`src/rtl/axi_burst_rd_master.sv`:
```
// AXI4 burst read master: splits one read command into INCR bursts
// that never cross a 4KB page and streams the returned beats out.
module axi_burst_rd_master #(
    parameter int A         = 32,
    parameter int I         = 4,
    parameter int L         = 8,
    parameter int D         = 512,
    parameter int MAX_BURST = 16,
    parameter int CNT_W     = 16,
    parameter int RD_ID     = 0
) (
    input  logic             ACLK,
    input  logic             ARESET,

    input  logic             cmd_valid,
    output logic             cmd_ready,
    input  logic [A-1:0]     cmd_addr,
    input  logic [CNT_W-1:0] cmd_beats,

    output logic [I-1:0]     ARID,
    output logic [A-1:0]     ARADDR,
    output logic [L-1:0]     ARLEN,
    output logic [2:0]       ARSIZE,
    output logic [1:0]       ARBURST,
    output logic [1:0]       ARLOCK,
    output logic [3:0]       ARCACHE,
    output logic [2:0]       ARPROT,
    output logic             ARVALID,
    input  logic             ARREADY,

    input  logic [I-1:0]     RID,
    input  logic [D-1:0]     RDATA,
    input  logic [1:0]       RRESP,
    input  logic             RLAST,
    input  logic             RVALID,
    output logic             RREADY,

    output logic [D-1:0]     out_data,
    output logic             out_valid,
    input  logic             out_ready,
    output logic             out_last,

    output logic             done,
    output logic             err
);

    localparam int M          = D / 8;
    localparam int LSB        = $clog2(M);
    localparam int PW         = 12 - LSB;
    localparam int PAGE_BEATS = 4096 / M;

    localparam logic [1:0] S_IDLE = 2'd0;
    localparam logic [1:0] S_ADDR = 2'd1;
    localparam logic [1:0] S_DATA = 2'd2;
    localparam logic [1:0] S_DONE = 2'd3;

    logic [1:0]       state_q, state_d;
    logic [A-1:0]     addr_q, addr_d;
    logic [CNT_W-1:0] rem_q, rem_d;
    logic [L-1:0]     len_q, len_d;
    logic [L-1:0]     beat_q, beat_d;
    logic             err_q, err_d;

    logic             r_hs;
    logic             burst_end;

    // Beats in the next burst: limited by what is left, the burst cap
    // and the beats remaining before the next 4KB page boundary.
    function automatic logic [CNT_W-1:0] burst_beats(
        input logic [PW-1:0]    pg_off,
        input logic [CNT_W-1:0] rem
    );
        logic [CNT_W-1:0] page_left;
        logic [CNT_W-1:0] n;
        page_left = CNT_W'(PAGE_BEATS) - CNT_W'(pg_off);
        n = rem;
        if (n > CNT_W'(MAX_BURST)) begin
            n = CNT_W'(MAX_BURST);
        end
        if (n > page_left) begin
            n = page_left;
        end
        return n;
    endfunction

    assign r_hs      = (state_q == S_DATA) && RVALID && out_ready;
    assign burst_end = (beat_q == len_q);

    // Next-state, address, counters and sticky error.
    always_comb begin
        state_d = state_q;
        addr_d  = addr_q;
        rem_d   = rem_q;
        len_d   = len_q;
        beat_d  = beat_q;
        err_d   = err_q;
        unique case (state_q)
            S_IDLE: begin
                if (cmd_valid) begin
                    err_d  = 1'b0;
                    addr_d = {cmd_addr[A-1:LSB], {LSB{1'b0}}};
                    rem_d  = cmd_beats;
                    beat_d = '0;
                    if (cmd_beats == '0) begin
                        state_d = S_DONE;
                    end else begin
                        len_d = L'(burst_beats(cmd_addr[11:LSB], cmd_beats)
                                   - CNT_W'(1));
                        state_d = S_ADDR;
                    end
                end
            end
            S_ADDR: begin
                if (ARREADY) begin
                    addr_d  = addr_q + ((A'(len_q) + A'(1)) << LSB);
                    state_d = S_DATA;
                end
            end
            S_DATA: begin
                if (r_hs) begin
                    rem_d  = rem_q - CNT_W'(1);
                    beat_d = beat_q + L'(1);
                    if ((RRESP != 2'b00) || (RLAST != burst_end)) begin
                        err_d = 1'b1;
                    end
                    if (burst_end) begin
                        beat_d = '0;
                        if (rem_d == '0) begin
                            state_d = S_DONE;
                        end else begin
                            len_d = L'(burst_beats(addr_q[11:LSB], rem_d)
                                       - CNT_W'(1));
                            state_d = S_ADDR;
                        end
                    end
                end
            end
            S_DONE: begin
                state_d = S_IDLE;
            end
            default: begin
                state_d = S_IDLE;
            end
        endcase
    end

    // State registers; reset drops any burst in flight.
    always_ff @(posedge ACLK) begin
        if (ARESET) begin
            state_q <= S_IDLE;
            addr_q  <= '0;
            rem_q   <= '0;
            len_q   <= '0;
            beat_q  <= '0;
            err_q   <= 1'b0;
        end else begin
            state_q <= state_d;
            addr_q  <= addr_d;
            rem_q   <= rem_d;
            len_q   <= len_d;
            beat_q  <= beat_d;
            err_q   <= err_d;
        end
    end

    assign ARID    = I'(RD_ID);
    assign ARADDR  = addr_q;
    assign ARLEN   = len_q;
    assign ARSIZE  = 3'(LSB);
    assign ARBURST = 2'b01;
    assign ARLOCK  = 2'b00;
    assign ARCACHE = 4'b0000;
    assign ARPROT  = 3'b000;
    assign ARVALID = (state_q == S_ADDR);

    assign RREADY    = (state_q == S_DATA) && out_ready;
    assign out_valid = (state_q == S_DATA) && RVALID;
    assign out_data  = RDATA;
    assign out_last  = out_valid && (rem_q == CNT_W'(1));

    assign cmd_ready = (state_q == S_IDLE);
    assign done      = (state_q == S_DONE);
    assign err       = err_q;

    logic unused_ok;
    assign unused_ok = ^{RID, cmd_addr[LSB-1:0]};

endmodule

```
`config.mk`:
```
export PLATFORM = sky130hd
export DESIGN_NAME = axi_burst_rd_master
export DESIGN_NICKNAME = d
export VERILOG_FILES = /design/src/rtl/axi_burst_rd_master.sv
export SDC_FILE = /design/constraint.sdc
export NUM_CORES = 1
export LEC_CHECK = 0
export CORE_AREA = 2 2 444 446
export CTS_BUF_LIST = sky130_fd_sc_hd__clkbuf_8
export CTS_CLUSTER_DIAMETER = 100
export DETAILED_ROUTE_END_ITERATION = 12
export DIE_AREA = 0 0 446 448
export PLACE_DENSITY = 0.3
export RECOVER_POWER = 100
export SETUP_SLACK_MARGIN = 0.5
export SKIP_CTS_REPAIR_TIMING = 1
export SYNTH_ARGS = -nofsm -noshare
export SYNTH_HDL_FRONTEND = slang
export SYNTH_SLANG_ARGS = --single-unit
```
`constraint.sdc`:
```
create_clock -name ACLK -period 11.9 [get_ports ACLK]
set_input_delay 2.38 -clock ACLK [delete_from_list [all_inputs] [get_ports ACLK]]
set_output_delay 2.38 -clock ACLK [all_outputs]
set_load 0.1 [all_outputs]
```
# After elaboration in Yosys (flattened, before gate mapping)
# Cells that the tools add are included.
classes:
  order_cmp: 4
  eq_ne: 13
  add_sub_neg: 8
  mux: 45
  n_reduce_logical: 16
ops:
  columns: ["op", "n"]
  rows:
  - ["$mux W16", 11]
  - ["$mux W8", 17]
  - ["$mux W32", 2]
  - ["$pmux W32 S2", 1]
  - ["$add A32 B15 Y32", 1]
  - ["$gt A16 B16 Y1", 2]
  - ["$gt A16 B5 Y1 const B", 2]
  - ["$logic_not A16 Y1", 2]
  - ["$pmux W16 S2", 1]
  - ["$pmux W8 S2", 2]
  - ["$eq A16 B1 Y1 const B", 1]
  - ["$sub A16 B1 Y16 const B", 1]
  - ["$sub A7 B6 Y8 const A", 2]
  - ["$sub A8 B1 Y8 const B", 2]
  - ["$mux W2", 6]
  - ["$ne A2 B2 Y1 const B", 5]
  - ["$add A8 B1 Y9 const B", 1]
  - ["$add A8 B1 Y8 const B", 1]
  - ["$eq A8 B8 Y1", 1]
  - ["$pmux W2 S4", 1]
  - ["$reduce_and A4 Y1", 2]
  - ["$reduce_and A3 Y1", 2]
  - ["$reduce_and A6 Y1", 1]
  - ["$reduce_bool A2 Y1", 3]
  - ["9 further kinds", 16]
word_totals:
  word_cells: 92
  reg_bits: 67
  out_inout_bits: 577

# Depth between registers and ports, before layout
# Gate-level depths: netlist of run 1.
depth:
  ltp_word: 18
  ltp_mapped: 23
  mapped_depth_nobuf: 21

# Worst setup path after synthesis of run 1
# No wires, ideal clock.
synth_timing:
  kind: "input-to-output"
  start: "input port RVALID"
  end: "output port out_last"
  cell_stages: 4
  required_ns: 9.520
  arrival_ns: 6.380
  setup_slack_ns: 3.140
  cell_sequence: "and2_0 -> clkbuf_1 -> nand3b_1 -> nor4_1"
synth_between:
  elab_chain_len: 2
synth_rtl:
  columns: ["element", "line_no", "source"]
  rows:
  - ["start: declaration", "35", "input logic RVALID,"]
  - ["$logic_and A1 B1 Y1", "177", "assign out_valid = (state_q == S_DATA) && RVALID;"]
  - ["net out_valid", "39", "output logic out_valid,"]
  - ["$logic_and A1 B1 Y1", "179", "assign out_last = out_valid && (rem_q == CNT_W'(1));"]
  - ["end: declaration", "41", "output logic out_last,"]
# The timed path passes the listed nets, and every way through them passes these cells.

# Final worst setup path of run 1
layout_timing:
  start: "input port RVALID"
  end: "output port out_last"
layout_between:
  elab_chain_len: 2
layout_rtl:
  columns: ["element", "line_no"]
  rows:
  - ["$logic_and A1 B1 Y1", "177"]
  - ["$logic_and A1 B1 Y1", "179"]
# Every way passes these cells.

==> results.yml, run 1 <==
run_status:
  status: "finished, violations left"
  failed_checks: "max-capacitance violations, max-slew violations"
place:
  gp_congestion: 0.7118
  post_dp_cell_area_um2: 9062
  io_buffers: 91
  hpwl_um: 64230
sta:
  hold_viol: 0
  worst_slew_pin_slew_ps: 1879
  fin_setup_tns_ps: 0
  slew_headroom_pct: -25.28
  min_period_ps: 7347
  fmaxAchievable_mhz: 136.1
  fin_crit_sh_pct: 61.74
  skew_ps: 22.41
  finalSetupViolCount: 0
  slew_viol_final: 57
  rsz0062_at_grt: "false"
clock_tree:
  cts_max_path_buffers: 2
  clkLatencyLatePin_ps: 420
  path_clk_slew_ps: 70
  h-tree-depth: 3
  cts_root_buffer: "clkbuf_8"
  cts_tree: "yes"
  numCtsBuffers: 9
  clock_sinks: 61
global_routing:
  track_usage_pct: 6.998
  grt_first_pass_wirelength_um: 86840
  grt-ovfl-total: 0
  antenna_found_initial: 25
  grt_max_degree: 53
  grt_pass1_vias: 6543
finish:
  fin_nets: 1380
  mostFrequentLayoutCell: "nand2_1"
  fin_area_um2: 9190
  final_cell_mix: "nand2_1 (86), nor2_1 (78), dfxtp_1 (61)"
  drive_gt1_share_pct: 4.994
  finalCoreUtilization_pct: 4.723
  area_growth_pct: 2.028
synthesis:
  avgSynthCellArea_um2: 7.426
  synth-async-reset-ratio_pct: 0
  synthCells: 1213
  syn-cell-area_um2: 9007
  seq_area_frac_synth_pct: 13.56
  synth_seq_cells: 61
  ys.flop_type: "dfxtp_1"
  yosysUniqueCellTypes: 66
  synth_enable_flop_cells: 0
  yosysWarnings: 0
critical_path:
  cp-end-kind: "output port"
  crit_arrival_ps: 4970
  cp.required_ps: 9520
  timing.rr.end: "ARLEN[5]$_SDFFE_PP0P_"
  reg2reg_slack_ps: 6380
  crit_fanout: 4
  critPathLaunchType: "input port"
  r2r.worst_path.cells: 18
  worstSetupPathType: "input port to output port"
  startpoint: "RVALID"
  r2r-start: "rem_q[0]$_SDFFE_PP0P_"
  cp-endpoint: "out_last"
die:
  die_h_um: 448
  coreArea_um2: 194600
  dieWidth_um: 446
  start_util_pct: 4.629
  die_area_um2: 199800
  rows: 162
  ioPinCount: 1150
drt:
  routedWlPerCell_um: 22.02
  drc: 0
  via_count: 6686
  ant_nets: 0
  drt-pass1-iter-count: 5
  drtIter0Drc: 488
  post_drt_via_cell_ratio: 2.011
  wl_um: 73200
flow_run:
  drv_cap: 6
min_path:
  whs_path_depth: 2
  hold_path_class: "flip-flop to flip-flop"
pwr:
  peakVddDrop_mv: 0.05225
  p_leak_nw: 2.411
  power_density_nw_per_um2: 103.4
## where the power goes
group          internal (W)  total (W)  switching (W)
logic              0.000132   0.000476       0.000345
clock network     0.0000828   0.000203       0.000120
registers          0.000225   0.000271      0.0000456
## cell usage after synthesis (all sizes together) (4+ instances only)
cell	count	area share, %
clkbuf	31	1.3
buf	543	45
or2	5	0.35
nand2	86	3.6
nor2	78	3.3
a21o	9	0.75
and2	9	0.63
a211oi	12	1.0
o211ai	6	0.50
o21bai	4	0.33
a22oi	5	0.42
xor2	13	1.3
nand3	15	0.83
dfxtp	61	14
a2111oi	5	0.49
o31a	6	0.58
o31ai	7	0.64
ha	30	4.2
xnor2	27	2.6
a31oi	7	0.49
a21oi	52	2.9
and3	10	0.69
or3	6	0.42
nand2b	9	0.63
o21ai	24	1.3
nand4	15	1.2
nor4	16	1.4
or4	8	0.71
mux2i	4	0.44
inv	21	0.88
a311oi	17	1.7
a2bb2oi	4	0.39
nand3b	4	0.33
nor3	21	1.2
o22ai	9	0.63
## sequential cells by signal (all words and copies together), names as in the netlist
signal,count
state_q,2
rem_q,16
beat_q,8
err,1
ARADDR,26
ARLEN,8
## per-layer routing
layer	routed length, um	vias to the layer above	GRT usage (%)
li1	-	2669	-
met1	18810	2976	5.208
met2	30580	792	10.02
met3	19380	229	8.759
met4	3450	20	3.185
met5	984	-	3.487
## worst max-delay path, stage by stage
cell and delay [ps]:
clkdlybuf4s50_1 480, and2_0 270, nand3b_1 110, nor4_1 370, dlygate4sd3_1 1350
## per-stage QoR
stage	hold WS, ps	std cells	total power [W]	worst slack (ps)
after floorplan	469.1	1239	0.001427	3140
after global placement	500.3	3307	0.0007754	4201
after detailed placement	510.4	3307	0.0007724	4299
after CTS	522.4	3323	0.0009835	4419
after global routing	546.1	3324	0.001011	4332
final	515.3	3325	0.0009500	4553
## how the worst min path moves through the flow
stage / from / end / slack (ps)
after floorplan: rem_q[13]$_SDFFE_PP0P_ / rem_q[13]$_SDFFE_PP0P_ / 470
after global placement: beat_q[1]$_SDFFE_PP0P_ / beat_q[1]$_SDFFE_PP0P_ / 500
after detailed placement: beat_q[6]$_SDFFE_PP0P_ / beat_q[6]$_SDFFE_PP0P_ / 510
after CTS: beat_q[6]$_SDFFE_PP0P_ / beat_q[6]$_SDFFE_PP0P_ / 520
after global routing: beat_q[1]$_SDFFE_PP0P_ / beat_q[1]$_SDFFE_PP0P_ / 550
final: beat_q[1]$_SDFFE_PP0P_ / beat_q[1]$_SDFFE_PP0P_ / 520
## cell families after synthesis
group / Yosys count / synth area share, %
compound gates: 183 / 13.78
other cells: 2 / 0.08338
mux: 5 / 0.5695
xor+xnor: 40 / 3.889
fa+ha+maj: 31 / 4.390
flops: 61 / 13.56
simple gates: 295 / 16.42
buf+inv: 596 / 47.31
## final cells by class
class	instances	area, um^2
Fill cell	23140	185400
Multi-Input combinational cell	582	3625
Clock inverter	6	45.04
Timing Repair Buffer	100	893.4
Clock buffer	10	137.6
Antenna cell	2	5.005
Inverter	22	82.58
Sequential cell	61	1221
Tap cell	2542	3181
Power figures use the tool's default switching activity.
==> run 2: changes to the inputs <==
Settings changed: CORE_AREA 2 2 444 446 to 2 2 447 449, DIE_AREA 0 0 446 448 to 0 0 449 451.
Clock period 11.9 ns to 7 ns, I/O delays scaled along.
==> results.yml, run 2 (synthesis gave the netlist of run 1 again) <==
clock_tree:
  cts_max_path_buffers: 2
  cts_tree: "yes"
  numCtsBuffers: 9
  cts_root_buffer: "clkbuf_8"
  path_clk_slew_ps: 110
  h-tree-depth: 3
  clock_sinks: 61
  clkLatencyLatePin_ps: 450
run_status:
  failed_checks: "max-capacitance violations, max-slew violations"
  status: "finished, violations left"
critical_path:
  cp-end-kind: "flip-flop"
  worstSetupPathType: "input port to flip-flop"
  r2r-start: "rem_q[0]$_SDFFE_PP0P_"
  critPathLaunchType: "input port"
  r2r.worst_path.cells: 18
  cp.required_ps: 7350
  crit_arrival_ps: 6570
  reg2reg_slack_ps: 1330
  timing.rr.end: "ARLEN[5]$_SDFFE_PP0P_"
  crit_fanout: 6
sta:
  finalSetupViolCount: 0
  rsz0062_at_grt: "false"
  hold_viol: 0
  fin_crit_sh_pct: 88.79
  slew_viol_final: 57
  fmaxAchievable_mhz: 160.9
  slew_headroom_pct: -24.22
  skew_ps: 20.71
  worst_slew_pin_slew_ps: 1863
  fin_setup_tns_ps: 0
  min_period_ps: 6215
place:
  io_buffers: 91
  hpwl_um: 70910
  post_dp_cell_area_um2: 9273
  gp_congestion: 0.7042
pwr:
  p_sw_share_pct: 54.03
  peakVddDrop_mv: 0.06498
  p_seq_share_pct: 28.2
  clkPwrFrac_pct: 23.1
  p_leak_nw: 2.444
  p_switching_w: 0.0009191
  power_w: 0.001701
  power_density_nw_per_um2: 180.5
  intPower_w: 0.0007820
  combPwrFrac_pct: 48.7
flow_run:
  drv_cap: 6
finish:
  drive_gt1_share_pct: 5.718
  mostFrequentLayoutCell: "nand2_1"
  final_cell_mix: "nand2_1 (86), nor2_1 (78), dfxtp_1 (61)"
  fin_area_um2: 9424
  nFillCells: 23640
  fin_nets: 1386
  finalCoreUtilization_pct: 4.754
  largest_register_ffs: 26
  area_growth_pct: 4.626
drt:
  drtIter0Drc: 492
  via_count: 6651
  post_drt_via_cell_ratio: 1.930
  drt-pass1-iter-count: 7
  ant_nets: 0
  drc: 0
  wl_um: 80290
  routedWlPerCell_um: 23.29
die:
  coreArea_um2: 198200
  start_util_pct: 4.544
  rows: 164
  die_area_um2: 202500
  die_h_um: 451
  ioPinCount: 1150
  dieWidth_um: 449
min_path:
  min_from: "rem_q[13]$_SDFFE_PP0P_"
  whs_path_depth: 2
  hold_path_class: "flip-flop to flip-flop"
  min_to: "rem_q[13]$_SDFFE_PP0P_"
global_routing:
  grt_pass1_vias: 6491
  grt_max_degree: 37
  grt_first_pass_wirelength_um: 94810
  grt-ovfl-total: 0
  antenna_found_initial: 9
  track_usage_pct: 7.617
## run 2: cell types whose count changed in the layout (fill, tap and decap cells not counted), moves of 2 or more
cell           change
buf_4              +6
clkinv_2           -2
clkinvlp_4         +2
diode_2            +2
dlygate4sd3_1      +2
## run 2: final cells by class
class	count	area [um^2]	area share, %
clock inverter	7	82.58	0.8763
sequential	61	1221	12.96
multi-input combinational	582	3631	38.53
clock buffer	9	123.9	1.314
inverter	22	82.58	0.8763
tap	2656	3323	35.26
antenna	4	10.01	0.1062
timing repair buffer	106	949.7	10.08
## run 2: critical path: stages
cell and delay [ps]:
dlygate4sd3_1 620, or4_1 600, a2111oi_0 950, nand2_1 200
inv_1 100, ha_1 260, nand4_1 90, o22ai_1 90
a21oi_1 140, clkbuf_1 330, mux2_2 390, a22oi_1 150
o31a_1 230, ha_1 180, inv_1 70, or4_1 510
a311oi_1 260
## run 2: per-stage QoR
step	cells	hold slack (ps)	setup slack, ps
2_1_floorplan	1239	469.1	1344
3_3_place_gp	3427	506.0	623.4
3_5_place_dp	3427	499.6	700.1
4_1_cts	3443	515.5	1176
5_1_grt	3444	542.0	448.8
6_report	3447	506.3	784.9
## run 2: how the worst max path moves through the flow
stage / start / endpoint / slack, ps / cells past startpoint
2_1_floorplan: RVALID / out_last / 1340 / 4
3_3_place_gp: cmd_beats[0] / ARLEN[4]$_SDFFE_PP0P_ / 620 / 17
3_5_place_dp: cmd_beats[0] / ARLEN[4]$_SDFFE_PP0P_ / 700 / 17
4_1_cts: cmd_beats[0] / ARLEN[4]$_SDFFE_PP0P_ / 1180 / 17
5_1_grt: cmd_beats[0] / ARLEN[6]$_SDFFE_PP0P_ / 450 / 19
6_report: cmd_beats[0] / ARLEN[4]$_SDFFE_PP0P_ / 780 / 17
## run 2: power groups by stage
stage | logic [W] | registers (W) | clock network [W]
after global placement | 0.000862 | 0.000499 | 0
after CTS | 0.000858 | 0.000492 | 0.000425
after global routing | 0.000890 | 0.000489 | 0.000430
after floorplan | 0.00182 | 0.000605 | 0
final | 0.000829 | 0.000480 | 0.000393
after detailed placement | 0.000855 | 0.000500 | 0
## run 2: layer usage
| metal | vias to the layer above | track usage [%] | part of all wire [%] |
|---|---|---|---|
| met3 | 208 | 8.513 | 24 |
| li1 | 2683 | - | - |
| met5 | - | 1.941 | 0.65 |
| met1 | 2970 | 4.990 | 24 |
| met4 | 14 | 5.271 | 7.0 |
| met2 | 776 | 11.90 | 45 |
==> run 3: changes to the inputs <==
Settings changed: ABC_CLOCK_PERIOD_IN_PS set to 7000, GPL_ROUTABILITY_DRIVEN set to 0, SLEW_MARGIN set to 20.
==> results.yml, run 3 (synthesis gave the netlist of run 1 again) <==
finish:
  fin_area_um2: 9394
  largest_register_ffs: 26
  nFillCells: 23640
  mostFrequentLayoutCell: "nand2_1"
  fin_nets: 1386
  finalCoreUtilization_pct: 4.739
  final_cell_mix: "nand2_1 (86), nor2_1 (78), dfxtp_1 (61)"
  area_growth_pct: 4.292
  drive_gt1_share_pct: 5.718
global_routing:
  use_met3_pct: 8.513
  use_met2_pct: 11.90
  grt_max_degree: 37
  antenna_found_initial: 9
  track_usage_pct: 7.617
  grt_pass1_vias: 6491
  grt_use_met1_pct: 4.990
  grt-ovfl-total: 0
  busiest_layer: "met2"
  grt_first_pass_wirelength_um: 94810
drt:
  routedWlPerCell_um: 23.29
  via_count: 6643
  post_drt_via_cell_ratio: 1.928
  drtIter0Drc: 494
  drc: 0
  ant_nets: 0
  drt-pass1-iter-count: 5
  wl_um: 80250
pwr:
  power_density_nw_per_um2: 180.9
  p_leak_nw: 2.425
  intPower_w: 0.0007798
  p_switching_w: 0.0009194
  clkPwrFrac_pct: 23.1
  combPwrFrac_pct: 48.6
  p_sw_share_pct: 54.11
  p_seq_share_pct: 28.2
  peakVddDrop_mv: 0.06498
critical_path:
  crit_fanout: 6
  crit_arrival_ps: 6570
  cpPeakStageDelay_ps: 950
  crit_chain: "dlygate4sd3_1, or4_1, a2111oi_0, nand2_1, inv_1, ha_1, nand4_1, o22ai_1, a21oi_1, clkbuf_1, mux2_2, a22oi_1, o31a_1, ha_1, inv_1, or4_1, a311oi_1"
  cp-end-kind: "flip-flop"
  cp.required_ps: 7350
  worstSetupPathType: "input port to flip-flop"
  crit_slowest_cell: "a2111oi_0"
  critPathLaunchType: "input port"
sta:
  finalSetupViolCount: 0
  skew_ps: 20.71
  fin_crit_sh_pct: 88.79
  fin_setup_tns_ps: 0
  fmaxAchievable_mhz: 160.9
  fin_hold_ws_ps: 506.3
  min_period_ps: 6215
  worst_slew_pin_slew_ps: 1868
  slew_headroom_pct: -24.55
  rsz0062_at_grt: "false"
  slew_viol_final: 57
  hold_viol: 0
clock_tree:
  cts_max_path_buffers: 2
  cts_root_buffer: "clkbuf_8"
  h-tree-depth: 3
  numCtsBuffers: 9
  path_clk_slew_ps: 110
  clock_sinks: 61
  cts_tree: "yes"
  clkLatencyLatePin_ps: 450
die:
  die_area_um2: 202500
  coreArea_um2: 198200
  start_util_pct: 4.544
  rows: 164
  die_h_um: 451
  dieWidth_um: 449
  ioPinCount: 1150
place:
  io_buffers: 91
  hpwl_um: 70910
  post_dp_cell_area_um2: 9273
min_path:
  hold_path_class: "flip-flop to flip-flop"
run_status:
  status: "finished, violations left"
  failed_checks: "max-capacitance violations, max-slew violations"
flow_run:
  drv_cap: 6
[run 3: cell count changes in the layout (fill, tap and decap cells not counted), sizes merged]
cell,before,now
clkbuf,22,26
diode,4,2
dlygate4sd3,34,30
[run 3: final cells by class]
class,instances,area (um^2),area share [%]
Multi-Input combinational cell,582,3631,38.65
Tap cell,2656,3323,35.38
Sequential cell,61,1221,13.00
Timing Repair Buffer,106,924.6,9.843
Clock buffer,9,123.9,1.319
Clock inverter,7,82.58,0.8791
Inverter,22,82.58,0.8791
Antenna cell,2,5.005,0.05328
[run 3: worst paths after layout]
path	from	end	slack, ps	cells after the start
max reg2reg	rem_q[0]$_SDFFE_PP0P_	ARLEN[5]$_SDFFE_PP0P_	1330	18
min	rem_q[13]$_SDFFE_PP0P_	rem_q[13]$_SDFFE_PP0P_	510	2
min reg2reg	rem_q[13]$_SDFFE_PP0P_	rem_q[13]$_SDFFE_PP0P_	510	2
max	cmd_beats[0]	ARLEN[4]$_SDFFE_PP0P_	780	17
[run 3: worst max-delay path, delay by kind of cell]
kind | cells | cell delay (ps)
buffers and inverters | 4 | 1120
AND/OR/NAND/NOR | 4 | 1400
AO/OA/AOI/OAI | 6 | 1820
multiplexers | 1 | 390
adder cells (fa/ha/maj) | 2 | 440
[run 3: stage by stage]
| step | power, W | cells | setup WS [ps] |
|---|---|---|---|
| after floorplan | 0.002427 | 1239 | 1344 |
| after global placement | 0.001362 | 3427 | 623.4 |
| after detailed placement | 0.001355 | 3427 | 700.1 |
| after CTS | 0.001776 | 3443 | 1176 |
| after global routing | 0.001807 | 3444 | 448.8 |
| final | 0.001699 | 3445 | 784.9 |
[run 3: power by group through the flow]
stage | Combinational, W | Clock (W) | Sequential [W]
2_1_floorplan | 0.00182 | 0 | 0.000605
3_3_place_gp | 0.000862 | 0 | 0.000499
3_5_place_dp | 0.000855 | 0 | 0.000500
4_1_cts | 0.000858 | 0.000425 | 0.000492
5_1_grt | 0.000888 | 0.000430 | 0.000489
6_report | 0.000826 | 0.000393 | 0.000480
[run 3: routing by layer]
metal / wire [um] / up-vias
li1: - / 2683
met1: 18810 / 2960
met2: 36210 / 778
met3: 19000 / 208
met4: 5712 / 14
met5: 521 / -
